[src/rtl/join_neuron_pkg.sv]
// Shared types for the join_neuron element: FSM state encoding and synchronizer depth.
// Used by join_neuron in both the synchronized (JOIN_NEURON_SYNC_EN) and direct builds.
package join_pkg;

   typedef enum logic [1:0] {
      COLLECT = 2'd0,
      SEND    = 2'd1,
      RTZ     = 2'd2
   } join_state_t;

   localparam int SYNC_STAGES = 2;

endpackage : join_pkg

[src/rtl/join_neuron_sync.sv]
// One-bit two-flop synchronizer for handshake lines entering the join_neuron clock domain.
// Used by join_neuron only when JOIN_NEURON_SYNC_EN is defined.
module sync_2ff (
   input  logic clk,
   input  logic rst_n,
   input  logic d,
   output logic q
);

   logic meta_q;
   logic sync_q;

   // NOTE: sequential state uses non-blocking assignments so every flop samples pre-edge values.
   always_ff @(posedge clk or negedge rst_n) begin
      if (!rst_n) begin
         meta_q <= 1'b0;
         sync_q <= 1'b0;
      end else begin
         meta_q <= d;
         sync_q <= meta_q;
      end
   end

   assign q = sync_q;

endmodule : sync_2ff

[src/rtl/join_neuron.sv]
// Four-phase bundled-data join: collects one token from each of N_IN inputs, then emits one
// concatenated token. Define JOIN_NEURON_SYNC_EN to synchronize req_in/ack_out through 2 flops.
module join_neuron
   import join_pkg::*;
#(
   parameter int N_IN   = 2,
   parameter int DATA_W = 8
) (
   input  logic                     clk,
   input  logic                     rst,
   input  logic [N_IN-1:0]          req_in,
   input  logic [N_IN*DATA_W-1:0]   data_in,
   output logic [N_IN-1:0]          ack_in,
   output logic                     req_out,
   output logic [N_IN*DATA_W-1:0]   data_out,
   input  logic                     ack_out
);

   logic [N_IN-1:0] s_req;
   logic            s_ack;

`ifdef JOIN_NEURON_SYNC_EN
   for (genvar g = 0; g < N_IN; g++) begin : g_req_sync
      sync_2ff u_sync_req (
         .clk   (clk),
         .rst_n (rst),
         .d     (req_in[g]),
         .q     (s_req[g])
      );
   end

   sync_2ff u_sync_ack (
      .clk   (clk),
      .rst_n (rst),
      .d     (ack_out),
      .q     (s_ack)
   );
`else
   assign s_req = req_in;
   assign s_ack = ack_out;
`endif

   join_state_t               state_q,    state_d;
   logic [N_IN-1:0]           flag_q,     flag_d;
   logic [N_IN-1:0]           ack_in_q,   ack_in_d;
   logic                      req_out_q,  req_out_d;
   logic [N_IN*DATA_W-1:0]    data_out_q, data_out_d;
   logic [N_IN-1:0]           capture;

   // NOTE: every signal gets a default at the top so no path through the case infers a latch.
   always_comb begin
      state_d    = state_q;
      flag_d     = flag_q;
      ack_in_d   = ack_in_q;
      req_out_d  = req_out_q;
      data_out_d = data_out_q;
      capture    = '0;

      case (state_q)
         COLLECT: begin
            // A channel that already holds its token ignores a still-high request.
            capture  = s_req & ~flag_q;
            flag_d   = flag_q | capture;
            ack_in_d = ack_in_q | capture;
            for (int i = 0; i < N_IN; i++) begin
               if (capture[i]) begin
                  data_out_d[i*DATA_W +: DATA_W] = data_in[i*DATA_W +: DATA_W];
               end
            end
            if (&flag_d) begin
               req_out_d = 1'b1;
               state_d   = SEND;
            end
         end

         SEND: begin
            if (s_ack) begin
               req_out_d = 1'b0;
               state_d   = RTZ;
            end
         end

         RTZ: begin
            // Both sides must be back to zero on the same edge before acks drop.
            if (!s_ack && (s_req == '0)) begin
               flag_d   = '0;
               ack_in_d = '0;
               state_d  = COLLECT;
            end
         end

         default: begin
            state_d   = COLLECT;
            flag_d    = '0;
            ack_in_d  = '0;
            req_out_d = 1'b0;
         end
      endcase
   end

   always_ff @(posedge clk or negedge rst) begin
      if (!rst) begin
         state_q    <= COLLECT;
         flag_q     <= '0;
         ack_in_q   <= '0;
         req_out_q  <= 1'b0;
         data_out_q <= '0;
      end else begin
         state_q    <= state_d;
         flag_q     <= flag_d;
         ack_in_q   <= ack_in_d;
         req_out_q  <= req_out_d;
         data_out_q <= data_out_d;
      end
   end

   assign ack_in   = ack_in_q;
   assign req_out  = req_out_q;
   assign data_out = data_out_q;

endmodule : join_neuron

[config.mk]
export PLATFORM = sky130hd
export DESIGN_NAME = join_neuron
export DESIGN_NICKNAME = d
export VERILOG_FILES = /design/src/rtl/join_neuron_pkg.sv /design/src/rtl/join_neuron_sync.sv /design/src/rtl/join_neuron.sv
export SDC_FILE = /design/constraint.sdc
export NUM_CORES = 1
export LEC_CHECK = 0
export CORE_MARGIN = 1.5
export CORE_UTILIZATION = 41
export DETAILED_ROUTE_END_ITERATION = 10
export GPL_TIMING_DRIVEN = 0
export PLACE_DENSITY = 0.83
export SLEW_MARGIN = 15
export SYNTH_ARGS = -nofsm -noshare
export SYNTH_HDL_FRONTEND = slang
export SYNTH_SLANG_ARGS = --single-unit
[constraint.sdc]
create_clock -name clk -period 2 [get_ports clk]
set_clock_uncertainty 0.2 [all_clocks]
set_input_delay 0.4 -clock clk [delete_from_list [all_inputs] [get_ports clk]]
set_output_delay 0.4 -clock clk [all_outputs]
set_load 0.1 [all_outputs]
==> flow_summary_export.csv <==
group,metric,value,unit
placement,io_buffers,39,
setup_path,critical-path-max-stage-delay,0.54,ns
setup_path,crit_family,"buffers and inverters",
global_routing,grt_max_degree,24,
floorplanning,dieWidth,50.88,um
setup_path,worst_ep_arrival_time,1.86,ns
hold_path,holdCritStartpoint,"ack_in[1]$_DFFE_PN0P_",
setup_path,crit_fanout,9,
finish,antenna_cells,0,
setup_path,end_kind,"register",
timing,hold_viol,0,
timing,setup_violations,0,
finish,drive_gt1_share,41.67,%
global_routing,overflow,0,
logic_synthesis,syn_inst,63,
flow_run,max_cap_viol_count,0,
setup_path,critPathLaunchType,"primary input",
routing,wirelength,1708,um
hold_path,whs_path_depth,1,
floorplanning,dieHeight,50.88,um
timing,slew_headroom,36.79,%
hold_path,min_to,"ack_in[1]$_DFFE_PN0P_",
global_routing,grt_antenna_before_repair,0,
logic_synthesis,netlist.area_leader.share,61.25,%
clocking,htreeDepth,1,
clocking,clock_path_buffers,2,
clocking,cts_buffers,3,
logic_synthesis,yosys_warnings,0,
floorplanning,die_area,2588,sq um
setup_path,required,2.00,ns
logic_synthesis,synth_top_area_cell,"dfrtp_1",
setup_path,r2r_slack,0.19,ns
floorplanning,io_pins,40,
setup_path,slowest_stage,"clkdlybuf4s50_1",
timing,fmax,535.8,MHz
global_routing,grt_pass1_vias,664,
logic_synthesis,synth_area_leaders,"dfrtp_1 (61%), mux2_2 (19%), nor4b_4 (5.1%), a21o_1 (4.0%), buf_6 (2.4%)",
clocking,clkLatencyLatePin,0.30,ns
routing,wl_per_cell,12.56,um
clocking,cts_sinks,23,
routing,ant_nets,0,
floorplanning,core_region_area,2191,sq um
logic_synthesis,synth_cell_types,14,
logic_synthesis,synth.yosys.seq_area_share,61.25,%
routing,drc,0,
clocking,clk_pin_slew,0.11,ns
placement,dp.final_hpwl,1362,um
timing,setup_ws,0.1335,ns
run_status,status,"finished clean",
logic_synthesis,synth-seq-cells,23,
setup_path,path_cells,"clkdlybuf4s50_1 -> nor4b_4 -> mux2_2",
timing,fin_hold_ws,0.2904,ns
setup_path,reg2reg_to,"data_out[6]$_DFFE_PN0P_",
routing,num_vias,658,
logic_synthesis,syn_nets,84,
logic_synthesis,syn_avg_cell_area,14.92,sq um
placement,place_ws,-0.2506,ns
timing,period_minus_slack,1.867,ns
finish,final_util,65.33,%
clocking,root_buffer,"clkbuf_4",
timing,report.final.slew_viol_count,0,
routing,post_drt_via_cell_ratio,4.838,
setup_path,reg2regPathDepth,3,
clocking,hold_buffers,0,
global_routing,grt_pass1_wl,2960,um
global_routing,grtUsageTotal,15.69,%
setup_path,crit_type,"primary input to register",
timing,min_period_over_period,93.33,%
setup_path,crit_buf_inv,1,
setup_path,r2r-start,"state_q[1]$_DFFE_PN0P_",
finish,nets,130,
timing,worstMarginPinSlew,0.9452,ns
floorplanning,rows,17,
clocking,cts_tree,"done",
timing,rsz0062_at_grt,"false",
routing,drt-pass1-iter-count,4,
floorplanning,initial_core_util,42.89,%
placement,gp_congestion,0.8470,
finish,area_growth,52.33,%
logic_synthesis,synthesis.area,939.7,sq um
routing,drtIter0Drc,1,
hold_path,hp-class,"register to register",
==> how the worst max path moves through the flow <==
| stage | slack (ns) | endpoint | startpoint | cells past startpoint |
|---|---|---|---|---|
| CTS | 0.09 | data_out[9]$_DFFE_PN0P_ | req_in[1] | 3 |
| global route | 0.03 | data_out[6]$_DFFE_PN0P_ | req_in[0] | 3 |
| floorplan | 0.32 | data_out[0]$_DFFE_PN0P_ | state_q[1]$_DFFE_PN0P_ | 3 |
| global placement | -0.23 | data_out[9]$_DFFE_PN0P_ | req_in[1] | 3 |
| detailed placement | -0.25 | data_out[9]$_DFFE_PN0P_ | req_in[1] | 3 |
| finish | 0.13 | data_out[6]$_DFFE_PN0P_ | req_in[0] | 3 |
==> per-layer routing <==
layer	GRT usage, %	wire length [um]	vias to the layer above	part of all wire [%]
met5	0	0	-	0
met1	18.69	724	323	42
met4	5.405	27	0	1.6
met3	4.971	76	2	4.4
li1	-	-	318	-
met2	26.75	880	15	52
==> state kept, by name (all words and copies together), names as in the netlist <==
| register | flops |
|---|---|
| ack_in | 2 |
| req_out | 1 |
| flag_q | 2 |
| state_q | 2 |
| data_out | 16 |
==> through the flow <==
stage | TNS [ns] | instance area [sq um] | std cells
floorplan | 0 | 939.7 | 63
global placement | -4.381 | 1365 | 130
detailed placement | -4.671 | 1365 | 130
CTS | 0 | 1416 | 134
global route | 0 | 1431 | 136
finish | 0 | 1431 | 136
==> cell usage in the layout, fill, tap and decap left out, drive strengths merged, types with 3 or more instances in the layout <==
cell            n
clkbuf          3
a21o            5
clkdlybuf4s50  20
clkdlybuf4s15  19
buf             4
dfrtp          23
mux2           16
nor2            3
==> cell type report <==
| class | count | area [sq um] |
|---|---|---|
| buffer | 2 | 22.52 |
| inverter | 2 | 7.507 |
| clock inverter | 1 | 5.005 |
| fill | 168 | 759.5 |
| multi-input combinational | 36 | 334.1 |
| clock buffer | 3 | 22.52 |
| tap | 28 | 35.03 |
| timing repair buffer | 41 | 429.2 |
| sequential | 23 | 575.6 |
==> cells by family after synthesis <==
| group | Yosys count | synth area share, % |
|---|---|---|
| flip-flops | 23 | 61.25 |
| AND/OR/NAND/NOR | 8 | 7.723 |
| buffers and inverters | 4 | 3.196 |
| AO/OA/AOI/OAI | 12 | 8.656 |
| multiplexers | 16 | 19.17 |
==> Yosys cell counts, drive strengths merged <==
cell	instances
buf	2
mux2	16
o2bb2ai	1
nor3	2
dfrtp	23
o22ai	1
o21ai	2
nor4b	2
inv	2
o32ai	1
a21oi	2
a21o	5
nor2	3
nand2	1
==> timing repair <==
item,4_1_cts,5_1_grt
resized for setup,57,0
setup buffers,0,2
pin swaps,0,0
endpoints found under the setup margin,19,3
Power is left out: the tool's default activity adds up to more than one toggle a clock period on the data nets, which glitch-free logic cannot reach.
